## src/rtl/time_counter.sv

```systemverilog
// time_counter: BCD HH:MM:SS time-of-day register advanced by rising edges
// of the divided seconds clock, with run/pause and validated time load.
// Optional alarm compare is enabled by defining TIME_COUNTER_ALARM_EN.
module time_counter #(
    parameter int unsigned TICKS_PER_SEC = 1,
    parameter int unsigned HOUR_MODULO   = 24
) (
    input  logic       i_CLK,
    input  logic       i_RST,
    input  logic       i_SEC_CLK,
    input  logic       i_RUN,
    input  logic       i_LOAD,
    input  logic [7:0] i_SET_H,
    input  logic [7:0] i_SET_M,
    input  logic [7:0] i_SET_S,
`ifdef TIME_COUNTER_ALARM_EN
    input  logic       i_ALM_SET,
    input  logic [7:0] i_ALM_H,
    input  logic [7:0] i_ALM_M,
    input  logic       i_ALM_ON,
    output logic       o_ALARM,
`endif
    output logic [7:0] o_H,
    output logic [7:0] o_M,
    output logic [7:0] o_S,
    output logic       o_SEC_PULSE,
    output logic       o_DAY_PULSE,
    output logic       o_LOAD_ERR
);

    localparam int unsigned PW   = 10;
    localparam logic [PW-1:0] PMAX = PW'(TICKS_PER_SEC - 1);
    localparam logic [7:0]    HMOD = 8'(HOUR_MODULO);
    localparam logic [7:0]    HMAX = 8'(HOUR_MODULO - 1);

    // Binary value of a two-digit BCD byte (no digit check; max 165 fits)
    function automatic logic [7:0] bcd_val(input logic [7:0] b);
        return ({4'd0, b[7:4]} * 8'd10) + {4'd0, b[3:0]};
    endfunction

    // Hours valid: both digits decimal and value below the wrap modulus
    function automatic logic hour_ok(input logic [7:0] h);
        return (h[7:4] <= 4'd9) && (h[3:0] <= 4'd9) && (bcd_val(h) < HMOD);
    endfunction

    // Minutes/seconds valid: tens 0..5, units 0..9
    function automatic logic sexa_ok(input logic [7:0] v);
        return (v[7:4] <= 4'd5) && (v[3:0] <= 4'd9);
    endfunction

    logic [7:0]    h_q, h_d, m_q, m_d, s_q, s_d;
    logic [PW-1:0] presc_q, presc_d;
    logic          edge_q, edge_d;
    logic          sec_pulse_q, sec_pulse_d;
    logic          day_pulse_q, day_pulse_d;
    logic          load_err_q, load_err_d;

    logic       rise_c, tick_c, load_ok_c;
    logic [7:0] h_inc, m_inc, s_inc;
    logic       c_s, c_m, wrap_c;

`ifdef TIME_COUNTER_ALARM_EN
    logic [7:0] alm_h_q, alm_h_d, alm_m_q, alm_m_d;
    logic       alarm_q, alarm_d;
    logic       alm_ok_c;
`endif

    assign rise_c    = i_SEC_CLK & ~edge_q;
    assign tick_c    = rise_c & i_RUN & (presc_q == PMAX);
    assign load_ok_c = hour_ok(i_SET_H) & sexa_ok(i_SET_M) & sexa_ok(i_SET_S);
`ifdef TIME_COUNTER_ALARM_EN
    assign alm_ok_c  = hour_ok(i_ALM_H) & sexa_ok(i_ALM_M);
`endif

    // One-second increment of the current time with BCD carries
    always_comb begin
        s_inc = s_q;
        m_inc = m_q;
        h_inc = h_q;
        c_s   = 1'b0;
        c_m   = 1'b0;
        wrap_c = 1'b0;
        if (s_q[3:0] == 4'd9) begin
            s_inc[3:0] = 4'd0;
            if (s_q[7:4] == 4'd5) begin
                s_inc[7:4] = 4'd0;
                c_s = 1'b1;
            end else begin
                s_inc[7:4] = s_q[7:4] + 4'd1;
            end
        end else begin
            s_inc[3:0] = s_q[3:0] + 4'd1;
        end
        if (c_s) begin
            if (m_q[3:0] == 4'd9) begin
                m_inc[3:0] = 4'd0;
                if (m_q[7:4] == 4'd5) begin
                    m_inc[7:4] = 4'd0;
                    c_m = 1'b1;
                end else begin
                    m_inc[7:4] = m_q[7:4] + 4'd1;
                end
            end else begin
                m_inc[3:0] = m_q[3:0] + 4'd1;
            end
        end
        if (c_m) begin
            if (bcd_val(h_q) == HMAX) begin
                h_inc  = 8'h00;
                wrap_c = 1'b1;
            end else if (h_q[3:0] == 4'd9) begin
                h_inc = {h_q[7:4] + 4'd1, 4'd0};
            end else begin
                h_inc = {h_q[7:4], h_q[3:0] + 4'd1};
            end
        end
    end

    // Next-state: edge sampling, prescaler, load priority over advance
    always_comb begin
        h_d         = h_q;
        m_d         = m_q;
        s_d         = s_q;
        presc_d     = presc_q;
        edge_d      = i_SEC_CLK;
        sec_pulse_d = 1'b0;
        day_pulse_d = 1'b0;
        load_err_d  = 1'b0;
`ifdef TIME_COUNTER_ALARM_EN
        alm_h_d     = alm_h_q;
        alm_m_d     = alm_m_q;
        alarm_d     = 1'b0;
`endif
        if (rise_c && i_RUN) begin
            presc_d = (presc_q == PMAX) ? '0 : presc_q + PW'(1);
        end
        if (i_LOAD && load_ok_c) begin
            h_d     = i_SET_H;
            m_d     = i_SET_M;
            s_d     = i_SET_S;
            presc_d = '0;
        end else begin
            if (i_LOAD) begin
                load_err_d = 1'b1;
            end
            if (tick_c) begin
                h_d         = h_inc;
                m_d         = m_inc;
                s_d         = s_inc;
                sec_pulse_d = 1'b1;
                day_pulse_d = wrap_c;
`ifdef TIME_COUNTER_ALARM_EN
                alarm_d = i_ALM_ON && (s_inc == 8'h00) &&
                          (m_inc == alm_m_q) && (h_inc == alm_h_q);
`endif
            end
        end
`ifdef TIME_COUNTER_ALARM_EN
        if (i_ALM_SET) begin
            if (alm_ok_c) begin
                alm_h_d = i_ALM_H;
                alm_m_d = i_ALM_M;
            end else begin
                load_err_d = 1'b1;
            end
        end
`endif
    end

    // State registers; edge register resets high to mask a high level at release
    always_ff @(posedge i_CLK or negedge i_RST) begin
        if (!i_RST) begin
            h_q         <= 8'h00;
            m_q         <= 8'h00;
            s_q         <= 8'h00;
            presc_q     <= '0;
            edge_q      <= 1'b1;
            sec_pulse_q <= 1'b0;
            day_pulse_q <= 1'b0;
            load_err_q  <= 1'b0;
        end else begin
            h_q         <= h_d;
            m_q         <= m_d;
            s_q         <= s_d;
            presc_q     <= presc_d;
            edge_q      <= edge_d;
            sec_pulse_q <= sec_pulse_d;
            day_pulse_q <= day_pulse_d;
            load_err_q  <= load_err_d;
        end
    end

`ifdef TIME_COUNTER_ALARM_EN
    // Alarm setting and alarm pulse registers
    always_ff @(posedge i_CLK or negedge i_RST) begin
        if (!i_RST) begin
            alm_h_q <= 8'h00;
            alm_m_q <= 8'h00;
            alarm_q <= 1'b0;
        end else begin
            alm_h_q <= alm_h_d;
            alm_m_q <= alm_m_d;
            alarm_q <= alarm_d;
        end
    end

    assign o_ALARM = alarm_q;
`endif

    assign o_H         = h_q;
    assign o_M         = m_q;
    assign o_S         = s_q;
    assign o_SEC_PULSE = sec_pulse_q;
    assign o_DAY_PULSE = day_pulse_q;
    assign o_LOAD_ERR  = load_err_q;

endmodule

```

## config.mk

```make
export PLATFORM = sky130hd
export DESIGN_NAME = time_counter
export DESIGN_NICKNAME = d
export VERILOG_FILES = /design/src/rtl/time_counter.sv
export SDC_FILE = /design/constraint.sdc
export NUM_CORES = 1
export LEC_CHECK = 0
export BUFFER_PORTS_ARGS = -buffer_cell sky130_fd_sc_hd__buf_4
export CORE_MARGIN = 2
export CORE_UTILIZATION = 60
export CTS_CLUSTER_SIZE = 10
export DETAILED_ROUTE_END_ITERATION = 7
export PLACE_DENSITY = 0.86
export SYNTH_ARGS = -nofsm -noshare
export SYNTH_HDL_FRONTEND = slang
export SYNTH_SLANG_ARGS = --single-unit
```

## constraint.sdc

```tcl
create_clock -name i_CLK -period 6.95 [get_ports i_CLK]
set_clock_uncertainty 0.05 [all_clocks]
set_input_delay 2.085 -clock i_CLK [delete_from_list [all_inputs] [get_ports i_CLK]]
set_output_delay 2.085 -clock i_CLK [all_outputs]
set_load 0.005 [all_outputs]
```

==> flow_metrics.py <==
metrics = {
    "synthesis": {
        "synth_area_um2": 2770,
        "synth_edf_count": 0,
        "muxShareOfSynthArea_pct": 6.47,
        "synth_flop_cell": "dfrtp_1",
        "ys_seq_area_share_pct": 34.4,
        "synthXorXnorAreaFrac_pct": 5.07,
        "synth_top_family_by_area": "simple AND/OR/NAND/NOR gates",
        "synth_cells": 292,
        "synth_compound_area_share_pct": 16.6,
        "syn_avg_cell_area_um2": 9.47,
        "synth-seq-cells": 38,
        "synthAdderAreaFrac_pct": 10.3,
        "async_reset_ff_share_pct": 100,
        "synthSimpleGateAreaFrac_pct": 23.5,
        "synth_cell_type_count": 54,
        "syn-num-nets": 342,
        "yosys_warnings": 0,
    },
    "setup_path": {
        "crit_top_cell": "ha_1",
        "cp_slowest_cell": "a21o_1",
        "path_max_fanout": 22,
        "crit_arrival_ns": 5.21,
        "path_cells": "buf_4 > ha_1 > ha_1 > fa_1 > a311oi_1 > o2bb2ai_1 > a21o_1 > mux2_2",
        "worstSetupStartpointType": "input pin",
        "cp_slowest_stage_delay_ns": 0.78,
        "cp.required_ns": 7.07,
        "worstSetupPathType": "in -> reg",
        "crit_path_end_kind": "flop",
    },
    "floorplanning": {
        "design.core.area_um2": 4380,
        "die_y_um": 71.9,
        "start_util_pct": 63.1,
        "rows": 24,
        "die_w_um": 71.9,
        "ios": 56,
        "dieArea_um2": 5170,
    },
    "detailed_routing": {
        "routed.top_layer": "met4",
        "wl_met1_mm": 2.98,
        "wl_per_cell_um": 17.3,
        "drt_pass1_iterations": 4,
        "post_drt_via_cell_ratio": 6.46,
        "wl_met3_um": 415,
        "drcViolationCount": 0,
        "drt_iter0_drc": 271,
        "antenna_left": 0,
        "routed_wirelength_mm": 6.87,
        "vias": 2570,
        "wl_met2_mm": 3.32,
    },
    "global_route": {
        "grt_pass1_vias": 2448,
        "grt_pass1_wl_mm": 11.6,
        "antenna_found_initial": 0,
        "grt.total_usage_pct": 28.3,
        "overflow": 0,
        "grt_max_degree": 39,
    },
    "sta": {
        "setup_violations": 0,
        "fin_crit_ns": 5.10,
        "rsz0062_at_grt": "false",
        "hold_ws_ns": 0.517,
        "worst_slew_pin_slew_ns": 1.06,
        "fmax_ghz": 0.196,
        "slew_violations": 0,
        "hold_violations": 0,
        "timing.slew.headroom_pct": 29.0,
        "tns_ns": 0,
        "finalCritPeriodShare_pct": 73.3,
    },
    "pwr": {
        "pwr_density_cell_nw_per_um2": 193,
        "ir_drop_v": 0.000219,
        "p_leak_nw": 1.45,
    },
    "clock_tree": {
        "clkSinkCount": 38,
        "clock_latency_ns": 0.29,
        "postCtsHoldBufs": 0,
        "h-tree-depth": 2,
        "cts_inserted_buffers": 5,
        "cts_root_buf": "clkbuf_8",
        "ctsResizeCount": 0,
        "cts_setup_buffers": 0,
        "cts_tree": "yes",
        "clock_path_buffers": 2,
        "cts.clk_slew.worst_paths_ns": 0.08,
    },
    "placed_design": {
        "port_buffers": 55,
        "dp.cells": 390,
        "dp_hpwl_mm": 4.89,
        "post_dp_cell_area_um2": 3210,
        "gp_congestion": 0.856,
    },
    "run": {
        "cap_violations": 0,
    },
    "status": {
        "status": "complete, no violations",
    },
    "cells_and_area": {
        "final_cell_mix": "buf_4, dfrtp_1, ha_1",
        "layout.nets": 395,
        "num_antenna_cells": 0,
        "final_common_cell": "buf_4",
        "post-route-util_pct": 75.2,
        "drive_above_1_share_pct": 24.9,
        "fill_cells": 330,
        "stdcell_count": 398,
        "areaGrowthSynthToFinish_pct": 19.2,
        "fin_area_um2": 3300,
    },
    "hold_path": {
        "min_path_type": "reg -> reg",
    },
}
[cells by family after synthesis]
family / count (synthesis)
fa+ha+maj: 21
flops: 38
xor+xnor: 16
buf+inv: 25
simple gates: 111
mux: 16
compound gates: 65
[area by class of cell]
class / count / area, um^2 / area share, %
multi-input cells: 229 / 1710 / 51.9
clock inverters: 1 / 5.00 / 0.152
repair buffers: 56 / 420 / 12.8
inverters: 15 / 56.3 / 1.71
flip-flops and latches: 38 / 952 / 28.9
well taps: 52 / 65.1 / 1.97
clock buffers: 7 / 86.3 / 2.62
[Yosys cell counts (all sizes together), types with 5 or more instances]
cell	instances	area [um^2]
a21oi	12	60.1
nand3	15	75.1
o21ai	6	30.0
clkbuf	9	33.8
a211oi	10	75.1
nor2b	7	43.8
or3	5	37.5
xor2	10	87.6
a31oi	9	56.3
xnor2	6	52.6
dfrtp	37	926
mux2	15	169
a22oi	5	37.5
nand3b	5	37.5
and2	5	31.3
nor2	13	48.8
nand2	14	52.6
ha	18	225
inv	15	56.3
nand4	15	93.8
nor3	10	50.1
[routing by layer]
| layer | vias up | GRT usage [%] |
|---|---|---|
| met3 | 15 | 5.34 |
| met4 | 0 | 10.1 |
| met5 | - | 0 |
| met1 | 1240 | 39.2 |
| li1 | 1217 | - |
| met2 | 98 | 44.7 |
[where the power goes]
group | switching (mW) | total (mW) | internal, mW
Combinational | 0.0816 | 0.184 | 0.103
Sequential | 0.0480 | 0.296 | 0.248
Clock | 0.0770 | 0.157 | 0.0801
[metrics by stage]
stage               setup WS (ns)  total power, mW
finish                       1.85            0.638
CTS                          1.90            0.637
global placement             1.73            0.470
floorplan                    2.42            0.390
global route                 1.63            0.670
detailed placement           1.60            0.479
[flip-flops by register name, indices dropped and copies added (netlist names)]
name and flops:
o_LOAD_ERR 1, o_SEC_PULSE 1, presc_q 10, o_DAY_PULSE 1, o_M 8, o_H 8, edge_q 1, o_S 8
[worst max-delay path: cells and delay by family]
| family | cells | cell delay, ns |
|---|---|---|
| buffers and inverters | 1 | 0.13 |
| multiplexers | 1 | 0.42 |
| adder cells (fa/ha/maj) | 3 | 1.03 |
| AO/OA/AOI/OAI | 3 | 1.53 |
[path summary, 6_finish.rpt]
check / to / startpoint / slack, ns / depth (start not counted)
min in group asynchronous: o_S[7] / i_RST / 1.71 / 1
min reg2reg: presc_q[0] / presc_q[0] / 0.52 / 2
min: presc_q[0] / presc_q[0] / 0.52 / 2
max in group asynchronous: edge_q / i_RST / 4.79 / 1
max: o_S[6] / i_SET_H[5] / 1.85 / 8
max reg2reg: o_H[6] / o_H[5] / 3.78 / 9
Note: power is estimated with default switching activity, not from simulation.
